$ cat src/rtl/of_key_builder.sv
// Per-port flow key builder: parses an Ethernet/IPv4 header, builds the
// 116-bit lookup key, runs the req/ack lookup handshake and reports a decision.
module of_key_builder #(
  parameter logic [3:0] INGRESS_PORT = 4'h1,
  parameter logic [7:0] TIMEOUT      = 8'd32
) (
  input  logic         sys_clk,
  input  logic         sys_rst,
  input  logic         rx_dv,
  input  logic [7:0]   rx_data,
  output logic         of_lookup_req,
  output logic [115:0] of_lookup_data,
  input  logic         of_lookup_ack,
  input  logic         of_lookup_err,
  input  logic [3:0]   of_lookup_fwd_port,
  output logic         res_valid,
  output logic [3:0]   res_fwd_port,
  output logic         res_drop,
  output logic         res_timeout,
  output logic [15:0]  drop_cnt
);

  localparam logic [1:0] S_IDLE  = 2'd0;
  localparam logic [1:0] S_PARSE = 2'd1;
  localparam logic [1:0] S_REQ   = 2'd2;
  localparam logic [1:0] S_SKIP  = 2'd3;

  logic [1:0] state;
  logic [5:0] byte_cnt;
  logic [7:0] tmo_cnt;
  logic [7:0] tmo_nxt;
  logic       rx_dv_q;
  logic       hdr_bad;

  assign tmo_nxt = tmo_cnt + 8'd1;

  // Only the ethertype and IP version are qualified; everything else is taken as-is.
  assign hdr_bad = ((byte_cnt == 6'd12) && (rx_data != 8'h08)) ||
                   ((byte_cnt == 6'd13) && (rx_data != 8'h00)) ||
                   ((byte_cnt == 6'd14) && (rx_data[7:4] != 4'h4));

  always_ff @(posedge sys_clk or posedge sys_rst) begin
    if (sys_rst) begin
      state          <= S_IDLE;
      byte_cnt       <= 6'd0;
      tmo_cnt        <= 8'd0;
      rx_dv_q        <= 1'b0;
      of_lookup_req  <= 1'b0;
      of_lookup_data <= '0;
      res_valid      <= 1'b0;
      res_fwd_port   <= 4'd0;
      res_drop       <= 1'b0;
      res_timeout    <= 1'b0;
      drop_cnt       <= 16'd0;
    end else begin
      rx_dv_q                  <= rx_dv;
      res_valid                <= 1'b0;
      res_fwd_port             <= 4'd0;
      res_drop                 <= 1'b0;
      res_timeout              <= 1'b0;
      of_lookup_data[115:112]  <= INGRESS_PORT;
      if (rx_dv && (byte_cnt != 6'd63)) byte_cnt <= byte_cnt + 6'd1;

      case (state)
        S_IDLE: begin
          tmo_cnt  <= 8'd0;
          // byte 0 (first dst MAC byte) is consumed here; it is not part of the key
          byte_cnt <= rx_dv ? 6'd1 : 6'd0;
          if (rx_dv) state <= S_PARSE;
        end

        S_PARSE: begin
          if (!rx_dv) begin
            res_valid <= 1'b1;
            res_drop  <= 1'b1;
            state     <= S_IDLE;
          end else begin
            if ((byte_cnt >= 6'd6) && (byte_cnt <= 6'd11))
              of_lookup_data[111:64] <= {of_lookup_data[103:64], rx_data};
            if ((byte_cnt >= 6'd26) && (byte_cnt <= 6'd29))
              of_lookup_data[63:32] <= {of_lookup_data[55:32], rx_data};
            if ((byte_cnt >= 6'd30) && (byte_cnt <= 6'd33))
              of_lookup_data[31:0] <= {of_lookup_data[23:0], rx_data};

            if (hdr_bad) begin
              res_valid <= 1'b1;
              res_drop  <= 1'b1;
              state     <= S_SKIP;
            end else if (byte_cnt == 6'd33) begin
              of_lookup_req <= 1'b1;
              tmo_cnt       <= 8'd0;
              state         <= S_REQ;
            end
          end
        end

        S_REQ: begin
          // a new frame arriving while the lookup is pending cannot be serviced
          if (rx_dv && !rx_dv_q && (drop_cnt != 16'hFFFF)) drop_cnt <= drop_cnt + 16'd1;
          tmo_cnt <= tmo_nxt;
          if (of_lookup_ack) begin
            of_lookup_req <= 1'b0;
            res_valid     <= 1'b1;
            res_drop      <= of_lookup_err;
            res_fwd_port  <= of_lookup_err ? 4'd0 : of_lookup_fwd_port;
            state         <= rx_dv ? S_SKIP : S_IDLE;
          end else if (tmo_nxt == TIMEOUT) begin
            of_lookup_req <= 1'b0;
            res_valid     <= 1'b1;
            res_drop      <= 1'b1;
            res_timeout   <= 1'b1;
            state         <= rx_dv ? S_SKIP : S_IDLE;
          end
        end

        S_SKIP: begin
          if (!rx_dv) state <= S_IDLE;
        end

        default: state <= S_IDLE;
      endcase
    end
  end

endmodule

$ cat config.mk
export PLATFORM = sky130hd
export DESIGN_NAME = of_key_builder
export DESIGN_NICKNAME = d
export VERILOG_FILES = /design/src/rtl/of_key_builder.sv
export SDC_FILE = /design/constraint.sdc
export NUM_CORES = 1
export LEC_CHECK = 0
export ABC_AREA = 1
export CAP_MARGIN = 10
export CORE_MARGIN = 1
export CORE_UTILIZATION = 50
export CTS_CLUSTER_SIZE = 25
export DETAILED_ROUTE_END_ITERATION = 12
export PLACE_DENSITY = 0.92
export SLEW_MARGIN = 20
export SYNTH_ARGS = -nofsm -noshare
export SYNTH_HDL_FRONTEND = slang
export SYNTH_SLANG_ARGS = --single-unit
$ cat constraint.sdc
create_clock -name sys_clk -period 6.5 [get_ports sys_clk]
set_input_delay 1.3 -clock sys_clk [delete_from_list [all_inputs] [get_ports sys_clk]]
set_output_delay 1.3 -clock sys_clk [all_outputs]
set_load 0.05 [all_outputs]
Word-level counts from Yosys, hierarchy flattened

Cells that the tools add are included.

Add/subtract/negate cells: 3
Magnitude comparators: 6
Equality and inequality tests: 19
Mux-type cells: 34
Reductions and logical operators: 24

Operators by type and width:

| operator                                                                         | count |
|---|---|
| 8-bit 2-to-1 mux                                                                 | 3 |
| 8-bit case mux with 3 select lines                                               | 1 |
| 6-bit by 4-bit == test with 1-bit output, second input constant                  | 3 |
| 16-bit by 1-bit adder with 16-bit output, second input constant                  | 1 |
| 2-bit 2-to-1 mux                                                                 | 8 |
| 16-bit inequality test, second input constant                                    | 1 |
| 1-bit 2-to-1 mux                                                                 | 13 |
| 6-bit by 5-bit >= comparator with 1-bit output, second input constant            | 2 |
| 4-bit 2-to-1 mux                                                                 | 3 |
| 6-bit 2-to-1 mux                                                                 | 2 |
| 2-bit inequality test, second input constant                                     | 5 |
| 1-bit logical AND                                                                | 9 |
| 3-bit AND reduction                                                              | 3 |
| 8-bit by 1-bit adder with 8-bit output, second input constant                    | 1 |
| 8-bit by 6-bit == test with 1-bit output, second input constant                  | 1 |
| 8-bit by 4-bit inequality test with 1-bit output, second input constant          | 1 |
| 2-bit case mux with 4 select lines                                               | 1 |
| 4-bit AND reduction                                                              | 2 |
| 8-bit nonzero test                                                               | 1 |
| 6-bit by 1-bit adder with 6-bit output, second input constant                    | 1 |
| 6-bit == test, second input constant                                             | 1 |
| 6-bit by 3-bit >= comparator with 1-bit output, second input constant            | 1 |
| 6-bit by 4-bit less-or-equal comparator with 1-bit output, second input constant | 1 |
| 6-bit by 5-bit less-or-equal comparator with 1-bit output, second input constant | 1 |
| 15 further kinds                                                                 | 20 |

Bits in registers: 154
Input port bits: 17
Output and inout port bits: 140
Logic and storage cells: 100

Longest topological paths before layout

Gate-level depths: netlist of run 1.

Word-level depth: 7
Depth in mapped cells: 12
Gate-level depth less buffers: 12

Worst setup path after synthesis of run 1

Ideal clock, no wire load.

Path kind: input -> register
Start point: input rx_dv
End point: register of_lookup_data[104]
Library setup time: 125 ps
Arrival: 2,304 ps
Data required time: 6,375 ps
Slack: 4,071 ps
Stages: 6
Path buffers: 2
Cells stage by stage: buf_2 -> nand2_1 -> nor3_2 -> nand2_2 -> buf_6 -> mux2_4

Longest elaborated chain between the ends: 1

Ends and longest elaborated chain:

| what                                 | line | source |
|---|---|---|
| from (decl)                          | 9    | `input logic rx_dv,` |
| 3-bit AND reduction (no source line) | n/a  |  |
| to (signal assigned)                 | 79   | `of_lookup_data[111:64] <= {of_lookup_data[103:64], rx_data};` |
| to (decl)                            | 12   | `output logic [115:0] of_lookup_data,` |

Every way passes these cells.
A chain may end at the register's enable or synchronous reset.

Worst setup path after layout of run 1

Start point: register drop_cnt[0]
End point: output drop_cnt[0]

RTL lines:

| what                   | line | source |
|---|---|---|
| from (decl)            | 20   | `output logic [15:0] drop_cnt` |
| from (signal assigned) | 99   | `if (rx_dv && !rx_dv_q && (drop_cnt != 16'hFFFF)) drop_cnt <= drop_cnt + 16'd1;` |

No word-level cell between the ends.

==> out/qor.yml, run 1 <==
outcome: "finished clean"
crit_arrival_ps: 1690
yosys_warnings: 0
place_area_sq_um: 8340
insertedDiodeCount: 0
rr_worst_depth: 9
setup_viol: 0
syn_area_sq_um: 6680
antenna_left: 0
critPathTopFamily: "buffers and inverters"
swShare_pct: 39.2
ys_ff_latch: 154
slowest_delay_ps: 840
async_flop_share_pct: 100
hp-class: "flip-flop to flip-flop"
grt_pass1_vias: 4909
synth-main-ff-cell: "dfrtp_1"
postCtsSetupRepairBufs: 0
tightest_slew_ps: 889
critical_path_class: "flip-flop to output pin"
overflow: 0
seq_area_frac_synth_pct: 57.7
drt_wl_total_microns: 14700
powerDensity_nw_per_um2: 372
rsz0062_at_grt: "no"
final_area_sq_um: 8930
seqPwrFrac_pct: 37.0
rrSetupSlack_ps: 4210
hpwlAfterDp_microns: 10200
p_int_mw: 2.02
hold_violations: 0
synth_edf_count: 0
min_path_cells: 2
grt_max_degree: 103
clock_path_buffers: 2
io-pin-count: 157
cp_max_fo: 5
cts.sinks: 154
cp.required_ps: 5200
cts.clk_slew.worst_paths_ps: 60
core_area_sq_um: 12800
drive_gt1_share_pct: 8.05
post-route-min-period_ps: 2990
path_buf_inv: 1
whs_endpoint: "of_lookup_req"
finalSetupTns_ps: 0
initial_core_util_pct: 52.1
antenna_found_initial: 0
grt_pass1_wl_microns: 24000
io_buffers: 153
leakage_nw: 4.27
r2r_end: "drop_cnt[10]"
area_delta_synth_final_pct: 33.6
post_cts_resized: 0
clk_latency_ps: 420
syn_avg_cell_area_sq_um: 9.28
regArea_sq_um: 3850
drt-initial-drc-count: 339
p_comb_share_pct: 33.5
wl_per_cell_microns: 13.9
ctsRootBufferMaster: "clkbuf_16"
ys_types: 31
fin_crit_sh_pct: 46.0
fmax_mhz: 334
cts_tree: "built"
cap_violations: 0
slowest_stage: "clkdlybuf4s50_1"
drv_slew: 0
ir_worst_vdd_v: 0.000224
firstDrtPassIters: 4
cts_buffers: 17
skew_ps: 9.89
relSlewSlack_pct: 40.7
min_from: "of_lookup_req"
p_switching_mw: 1.30
syn_inst: 720
drc: 0
row_count: 41
die_y_microns: 118
vias_per_cell: 4.93
reg2reg_from: "state[0]"
multi_input_area_sq_um: 2360
place_congestion: 0.831
ctsHoldBuffers: 0
die_area_sq_um: 13800
grt_use_total_pct: 21.9
cts_max_level: 4
path_cells: "clkdlybuf4s50_1"
pwr-share-clk_pct: 29.4
end_kind: "output pin"
vias: 5199
fp.dieW_microns: 118
fillCellCount: 957
fin_nets: 898
start_kind: "flip-flop"
-- state kept, by name, summed over array words and instances (netlist names) --
signal	count
of_lookup_data	113
drop_cnt	16
tmo_cnt	8
byte_cnt	6
res_fwd_port	4
state	2
of_lookup_req	1
res_drop	1
res_timeout	1
res_valid	1
rx_dv_q	1
-- cells by family after synthesis --
kind of cell,after synthesis,share of synthesized area (%)
other cells,2,0.112
compound gates,134,10.7
flops,154,57.7
simple gates,266,16.6
fa+ha+maj,12,2.25
xor+xnor,15,1.97
buf+inv,121,7.56
mux,16,3.15
-- through the flow --
stage / power [mW] / cells / setup slack (ps) / util, % / hold slack (ps)
detailed placement: 2.36 / 1022 / 3160 / 65.0 / 474
CTS: 3.34 / 1054 / 3490 / 69.6 / 489
finish: 3.32 / 1054 / 3510 / 69.6 / 487
global route: 3.48 / 1054 / 3450 / 69.6 / 514
global placement: 2.33 / 1022 / 3210 / 65.0 / 455
floorplan: 1.99 / 722 / 1050 / - / 469
-- cell usage in the layout (no fill, tap or decap), types with 11 or more instances in the layout --
cell / synthesis / layout
clkdlybuf4s50_1: 0 / 153
xor2_1: 13 / 13
nand2_1: 149 / 149
inv_1: 92 / 91
clkbuf_16: 0 / 17
o21ai_1: 12 / 12
nand3_1: 27 / 27
nor3_1: 11 / 11
ha_1: 12 / 12
dfrtp_1: 154 / 154
a21oi_1: 40 / 40
nor2_1: 62 / 62
o21ai_0: 70 / 70
-- cell usage after synthesis, types with 11 or more instances --
| cell type | count | area, sq um |
|---|---|---|
| clkbuf_1 | 14 | 52.6 |
| xor2_1 | 13 | 114 |
| o21ai_1 | 12 | 60.1 |
| ha_1 | 12 | 150 |
| nor3_1 | 11 | 55.1 |
| a21oi_1 | 40 | 200 |
| nor2_1 | 62 | 233 |
| o21ai_0 | 70 | 350 |
| nand2_1 | 149 | 559 |
| nand3_1 | 27 | 135 |
| dfrtp_1 | 154 | 3850 |
| inv_1 | 92 | 345 |
-- cell type report --
| class | count | area share, % |
|---|---|---|
| timing repair buffer | 157 | 17.5 |
| clock inverter | 14 | 1.81 |
| multi-input combinational | 447 | 26.4 |
| sequential | 154 | 43.2 |
| clock buffer | 18 | 4.81 |
| tap | 172 | 2.41 |
| inverter | 92 | 3.92 |
-- how the worst max path moves through the flow --
stage                       startpoint                  end  slack [ps]  cells past startpoint
after floorplan                sys_rst          byte_cnt[0]        1050                      1
after global placement           rx_dv  of_lookup_data[105]        3210                      6
after detailed placement         rx_dv  of_lookup_data[104]        3160                      6
after CTS                 drop_cnt[12]         drop_cnt[12]        3490                      1
after global routing             rx_dv  of_lookup_data[103]        3450                      7
final                      drop_cnt[0]          drop_cnt[0]        3510                      1
-- power groups by stage --
stage	clock, mW	sequential (mW)	combinational [mW]
after floorplan	0	1.67	0.326
after global placement	0	1.23	1.09
after detailed placement	0	1.24	1.11
after CTS	0.995	1.23	1.12
after global routing	1.04	1.25	1.19
final	0.978	1.23	1.11
-- layer usage --
metal	share of wire (%)	GRT usage (%)	routed length, microns	up-vias
li1	-	-	-	2591
met2	49	36.7	7210	140
met1	45	28.1	6560	2450
met4	1.7	7.13	254	0
met3	4.4	5.18	644	18
met5	0	0	0	-
Note: power is estimated with default switching activity, not from simulation.
==> run 2, diff against run 1 <==
--- a/config.mk
+++ b/config.mk
@@ -8,10 +8,10 @@
 export ABC_AREA = 1
 export CAP_MARGIN = 10
 export CORE_MARGIN = 1
-export CORE_UTILIZATION = 50
+export CORE_UTILIZATION = 45
 export CTS_CLUSTER_SIZE = 25
 export DETAILED_ROUTE_END_ITERATION = 12
-export PLACE_DENSITY = 0.92
+export PLACE_DENSITY = 0.88
 export SLEW_MARGIN = 20
 export SYNTH_ARGS = -nofsm -noshare
 export SYNTH_HDL_FRONTEND = slang
==> constraint.sdc (replaced) <==
create_clock -name sys_clk -period 2.49 [get_ports sys_clk]
set_input_delay 0.498 -clock sys_clk [delete_from_list [all_inputs] [get_ports sys_clk]]
set_output_delay 0.498 -clock sys_clk [all_outputs]
set_load 0.05 [all_outputs]
==> out/qor.yml, run 2 (same netlist as run 1, synthesis figures left out) <==
hpwlAfterDp_microns: 10800  # +6.0%
ir_worst_vdd_v: 0.000648  # +190%
fmax_mhz: 449
ctsRootBufferMaster: "clkbuf_16"
fin_crit_sh_pct: 89.4
row_count: 44  # +7.3%
fin_nets: 903  # +0.56%
layout_commonest_cell: "dfrtp_1"
skew_ps: 7.05  # -2.85 ps
leakage_nw: 4.32  # +1.1%
swShare_pct: 40.2  # +1.1 points
seqPwrFrac_pct: 37.0  # about the same
io_buffers: 153  # unchanged
core_area_sq_um: 14500  # +13%
clk_latency_ps: 430  # about the same
start_kind: "flip-flop"
outcome: "finished clean"
path_cells: "clkdlybuf4s50_1"
p_int_mw: 5.15  # +160%
slowest_stage: "clkdlybuf4s50_1"
initial_core_util_pct: 46.0  # -6.1 points
die_y_microns: 124  # +5.3%
hp-class: "flip-flop to flip-flop"
cts.clk_slew.worst_paths_ps: 60  # about the same
post-route-min-period_ps: 2230
powerDensity_nw_per_um2: 957  # +160%
slowest_delay_ps: 850  # about the same
place_congestion: 0.891  # +7.2%
cap_violations: 0  # unchanged
post_cts_resized: 0  # unchanged
grt_use_total_pct: 20.8  # -1.1 points
ctsHoldBuffers: 0  # unchanged
tightest_slew_ps: 901  # +12.1 ps
grt_pass1_wl_microns: 24100  # +0.60%
cp.required_ps: 1990  # -3210 ps
whs_ps: 494  # +7.36 ps
area_delta_synth_final_pct: 34.8
drive_gt1_share_pct: 8.68  # +0.63 points
hold_violations: 0  # unchanged
pwr-share-clk_pct: 28.1  # -1.3 points
dp.cells: 1039  # +1.7%
drv_slew: 0  # unchanged
stdcell_count: 1072  # +1.7%
cts_max_level: 4  # unchanged
cts_buffers: 17  # unchanged
wl_per_cell_microns: 14.1  # +1.5%
drt-initial-drc-count: 440  # +30%
clock_path_buffers: 2  # unchanged
fp.dieW_microns: 124  # +5.3%
crit_arrival_ps: 1730  # +40 ps
p_comb_share_pct: 34.9  # +1.4 points
cts_tree: "built"
drt_wl_total_microns: 15100  # +3.3%
vias: 5326  # +2.4%
overflow: 0  # unchanged
cts.sinks: 154  # unchanged
largest_reg_flops: 113  # unchanged
critPathTopFamily: "buffers and inverters"
final_util_pct: 62.0  # -7.6 points
cp_max_fo: 5  # unchanged
firstDrtPassIters: 5  # +1
rsz0062_at_grt: "no"
mostFrequentLayoutCells: "154 x dfrtp_1, 153 x clkdlybuf4s50_1, 149 x nand2_1"
vias_per_cell: 4.97  # +0.72%
path_buf_inv: 1  # unchanged
drc: 0  # unchanged
finalSetupTns_ps: 0  # unchanged
relSlewSlack_pct: 39.6  # -1.1 points
io-pin-count: 157  # unchanged
critical_path_class: "flip-flop to output pin"
grt_max_degree: 89  # -14%
p_switching_mw: 3.47  # +170%
grt_pass1_vias: 4950  # +0.84%
top_regs: "of_lookup_data: 113 flops, drop_cnt: 16 flops, tmo_cnt: 8 flops"
largest_register: "of_lookup_data"
end_kind: "output pin"
setup_viol: 0  # unchanged
die_area_sq_um: 15300  # +11%
antenna_left: 0  # unchanged
postCtsSetupRepairBufs: 0  # unchanged
antenna_found_initial: 1  # +1
## run 2: changes by cell type in the layout (fill, tap and decap cells not counted)
cell | previous run | this run
clkinvlp_4 | 5 | 3
inv_6 | 5 | 6
clkbuf_1 | 1 | 0
buf_12 | 0 | 5
clkinv_2 | 0 | 2
diode_2 | 0 | 1
inv_8 | 1 | 4
clkinv_4 | 2 | 1
bufinv_16 | 2 | 0
## run 2: worst paths after layout
| check | start | endpoint | slack [ps] | cells after the start |
|---|---|---|---|---|
| max | drop_cnt[3] | drop_cnt[3] | 260 | 1 |
| max in group asynchronous | sys_rst | of_lookup_data[112] | 1560 | 3 |
| min reg2reg | of_lookup_req | of_lookup_req | 490 | 2 |
| min | of_lookup_req | of_lookup_req | 490 | 2 |
| min in group asynchronous | sys_rst | of_lookup_data[63] | 580 | 3 |
| max reg2reg | state[1] | of_lookup_data[17] | 370 | 7 |
## run 2: layout make-up
cell class	count	area [sq um]
clock inverter	15	131
timing repair buffer	162	1660
fill	1181	5520
inverter	92	349
antenna	1	2.50
tap	184	230
sequential	154	3850
multi-input combinational	447	2360
clock buffer	17	425
## run 2: power groups by stage
stage,sequential [mW],combinational [mW],clock (mW)
2_1_floorplan,4.35,0.851,0
3_3_place_gp,3.22,2.95,0
3_5_place_dp,3.23,3.01,0
4_1_cts,3.19,3.03,2.49
5_1_grt,3.25,3.23,2.60
6_report,3.19,3.01,2.43
## run 2: metal layers
layer / GRT usage, % / wire length (microns) / vias to the layer above
li1: - / - / 2605
met1: 26.6 / 6610 / 2526
met2: 33.7 / 7420 / 172
met3: 4.90 / 828 / 23
met4: 9.04 / 284 / 0
met5: 0 / 0 / -
## run 2: per-stage QoR
step / setup slack, ps / cell area, sq um / total power [mW]
CTS: 231 / 9010 / 8.71
global placement: 161 / 8450 / 6.16
detailed placement: 18.2 / 8450 / 6.25
floorplan: 47.1 / 6690 / 5.20
global route: 168 / 9010 / 9.08
finish: 264 / 9010 / 8.63
==> run 3, diff against run 2 <==
--- a/config.mk
+++ b/config.mk
@@ -7,11 +7,11 @@
 export LEC_CHECK = 0
 export ABC_AREA = 1
 export CAP_MARGIN = 10
-export CORE_MARGIN = 1
+export CORE_ASPECT_RATIO = 0.5
 export CORE_UTILIZATION = 45
 export CTS_CLUSTER_SIZE = 25
 export DETAILED_ROUTE_END_ITERATION = 12
-export PLACE_DENSITY = 0.88
+export PLACE_DENSITY = 0.76
 export SLEW_MARGIN = 20
 export SYNTH_ARGS = -nofsm -noshare
 export SYNTH_HDL_FRONTEND = slang
==> out/qor.yml, run 3 (same netlist as run 1, synthesis figures left out) <==
drive_gt1_share_pct: 8.89  # +0.21 points
layout_commonest_cell: "dfrtp_1"
leakage_nw: 4.34  # +0.42%
ctsHoldBuffers: 0  # unchanged
powerDensity_nw_per_um2: 953  # -0.43%
path_buf_inv: 1  # unchanged
cts_max_level: 4  # unchanged
ir_worst_vdd_v: 0.000421  # -35%
fmax_mhz: 452  # +0.54%
outcome: "finished clean"
cap_violations: 0  # unchanged
place_area_sq_um: 8490  # +0.47%
tightest_slew_ps: 680  # -221 ps
p_total_mw: 8.63  # about the same
die_y_microns: 88.2  # -29%
slowest_delay_ps: 840  # about the same
drc: 0  # unchanged
ctsRootBufferMaster: "clkbuf_16"
final_area_sq_um: 9060  # +0.50%
area_delta_synth_final_pct: 35.5
skew_ps: 9.47  # +2.43 ps
hpwlAfterDp_microns: 10500  # -2.4%
end_kind: "output pin"
start_kind: "flip-flop"
io-pin-count: 157  # unchanged
cts_tree: "built"
pwr-share-clk_pct: 28.6  # +0.5 points
wl_per_cell_microns: 13.6  # -3.6%
p_switching_mw: 3.43  # -1.3%
vias_per_cell: 4.80  # -3.4%
grt_pass1_vias: 4910  # -0.81%
swShare_pct: 39.7  # -0.55 points
cp_max_fo: 5  # unchanged
row_count: 31  # -30%
grt_use_total_pct: 20.0  # -0.84 points
die_area_sq_um: 15400  # +0.20%
critPathTopFamily: "buffers and inverters"
fin_nets: 906  # +0.33%
post-route-min-period_ps: 2210  # -11.9 ps
grt_max_degree: 89  # unchanged
overflow: 0  # unchanged
hp-class: "primary input to async pin"
vias: 5215  # -2.1%
fin_crit_sh_pct: 88.9  # -0.48 points
p_int_mw: 5.21  # +0.99%
antenna_found_initial: 0  # -1
cts.sinks: 154  # unchanged
place_congestion: 0.909  # +2.0%
drv_slew: 0  # unchanged
relSlewSlack_pct: 54.5  # +15 points
fp.dieW_microns: 174  # +41%
rsz0062_at_grt: "no"
clk_latency_ps: 420  # about the same
crit_arrival_ps: 1720  # about the same
drt_wl_total_microns: 14800  # -2.2%
path_cells: "clkdlybuf4s50_1"
seqPwrFrac_pct: 37.1  # about the same
fillCellCount: 1190  # +0.76%
cp.required_ps: 1990  # about the same
grt_pass1_wl_microns: 24200  # +0.54%
top_regs: "of_lookup_data: 113 flops, drop_cnt: 16 flops, tmo_cnt: 8 flops"
core_area_sq_um: 14500  # -0.46%
cts_buffers: 17  # unchanged
largest_register: "of_lookup_data"
setup_viol: 0  # unchanged
p_comb_share_pct: 34.3  # -0.6 points
hold_violations: 0  # unchanged
largest_reg_flops: 113  # unchanged
rr_worst_depth: 5  # -2
post_cts_resized: 0  # unchanged
antenna_left: 0  # unchanged
insertedDiodeCount: 0  # -1
drt-initial-drc-count: 363  # -18%
clock_path_buffers: 2  # unchanged
cp.depth: 1  # unchanged
critical_path_class: "flip-flop to output pin"
slowest_stage: "clkdlybuf4s50_1"
firstDrtPassIters: 4  # -1
io_buffers: 153  # unchanged
initial_core_util_pct: 46.2  # +0.21 points
postCtsSetupRepairBufs: 0  # unchanged
finalSetupTns_ps: 0  # unchanged
whs_ps: 454  # -39.7 ps
mostFrequentLayoutCells: "154 x dfrtp_1, 153 x clkdlybuf4s50_1, 149 x nand2_1"
cts.clk_slew.worst_paths_ps: 60  # about the same
==> run 3: layout make-up <==
| cell class | instances | area, sq um | share of cell area [%] |
|---|---|---|---|
| clock buffer | 17 | 425 | 4.70 |
| clock inverter | 14 | 139 | 1.53 |
| inverter | 92 | 349 | 3.85 |
| multi-input combinational | 447 | 2360 | 26.0 |
| sequential | 154 | 3850 | 42.6 |
| tap | 198 | 248 | 2.74 |
| timing repair buffer | 165 | 1680 | 18.6 |
==> run 3: per-layer routing <==
layer	track usage [%]	part of all wire (%)	vias up
met2	33.8	50	112
met4	7.97	1.7	0
met1	25.8	46	2479
met3	3.86	3.0	23
li1	-	-	2601
met5	0	0	-
==> run 3: worst paths after layout <==
path                       slack (ps)          startpoint                  to
setup / recovery                  280         drop_cnt[4]         drop_cnt[4]
hold / removal                    450             sys_rst  of_lookup_data[62]
setup reg to reg                  300         byte_cnt[0]  of_lookup_data[63]
hold reg to reg                   480  of_lookup_data[25]  of_lookup_data[25]
max in group asynchronous        1330             sys_rst         byte_cnt[5]
min in group sys_clk              480  of_lookup_data[25]  of_lookup_data[25]
==> run 3: power by group through the flow <==
stage               combinational [mW]  sequential (mW)  clock, mW
floorplan                        0.851             4.35          0
global placement                  2.91             3.23          0
detailed placement                2.97             3.25          0
CTS                               2.98             3.20       2.53
global route                      3.17             3.26       2.64
finish                            2.96             3.20       2.47
==> run 3: metrics by stage <==
stage	std cells	worst slack, ps	utilization (%)
2_1_floorplan	722	47.1	-
4_1_cts	1087	272	62.6
3_5_place_dp	1056	223	58.7
6_report	1087	276	62.6
5_1_grt	1087	159	62.6
3_3_place_gp	1056	247	58.7
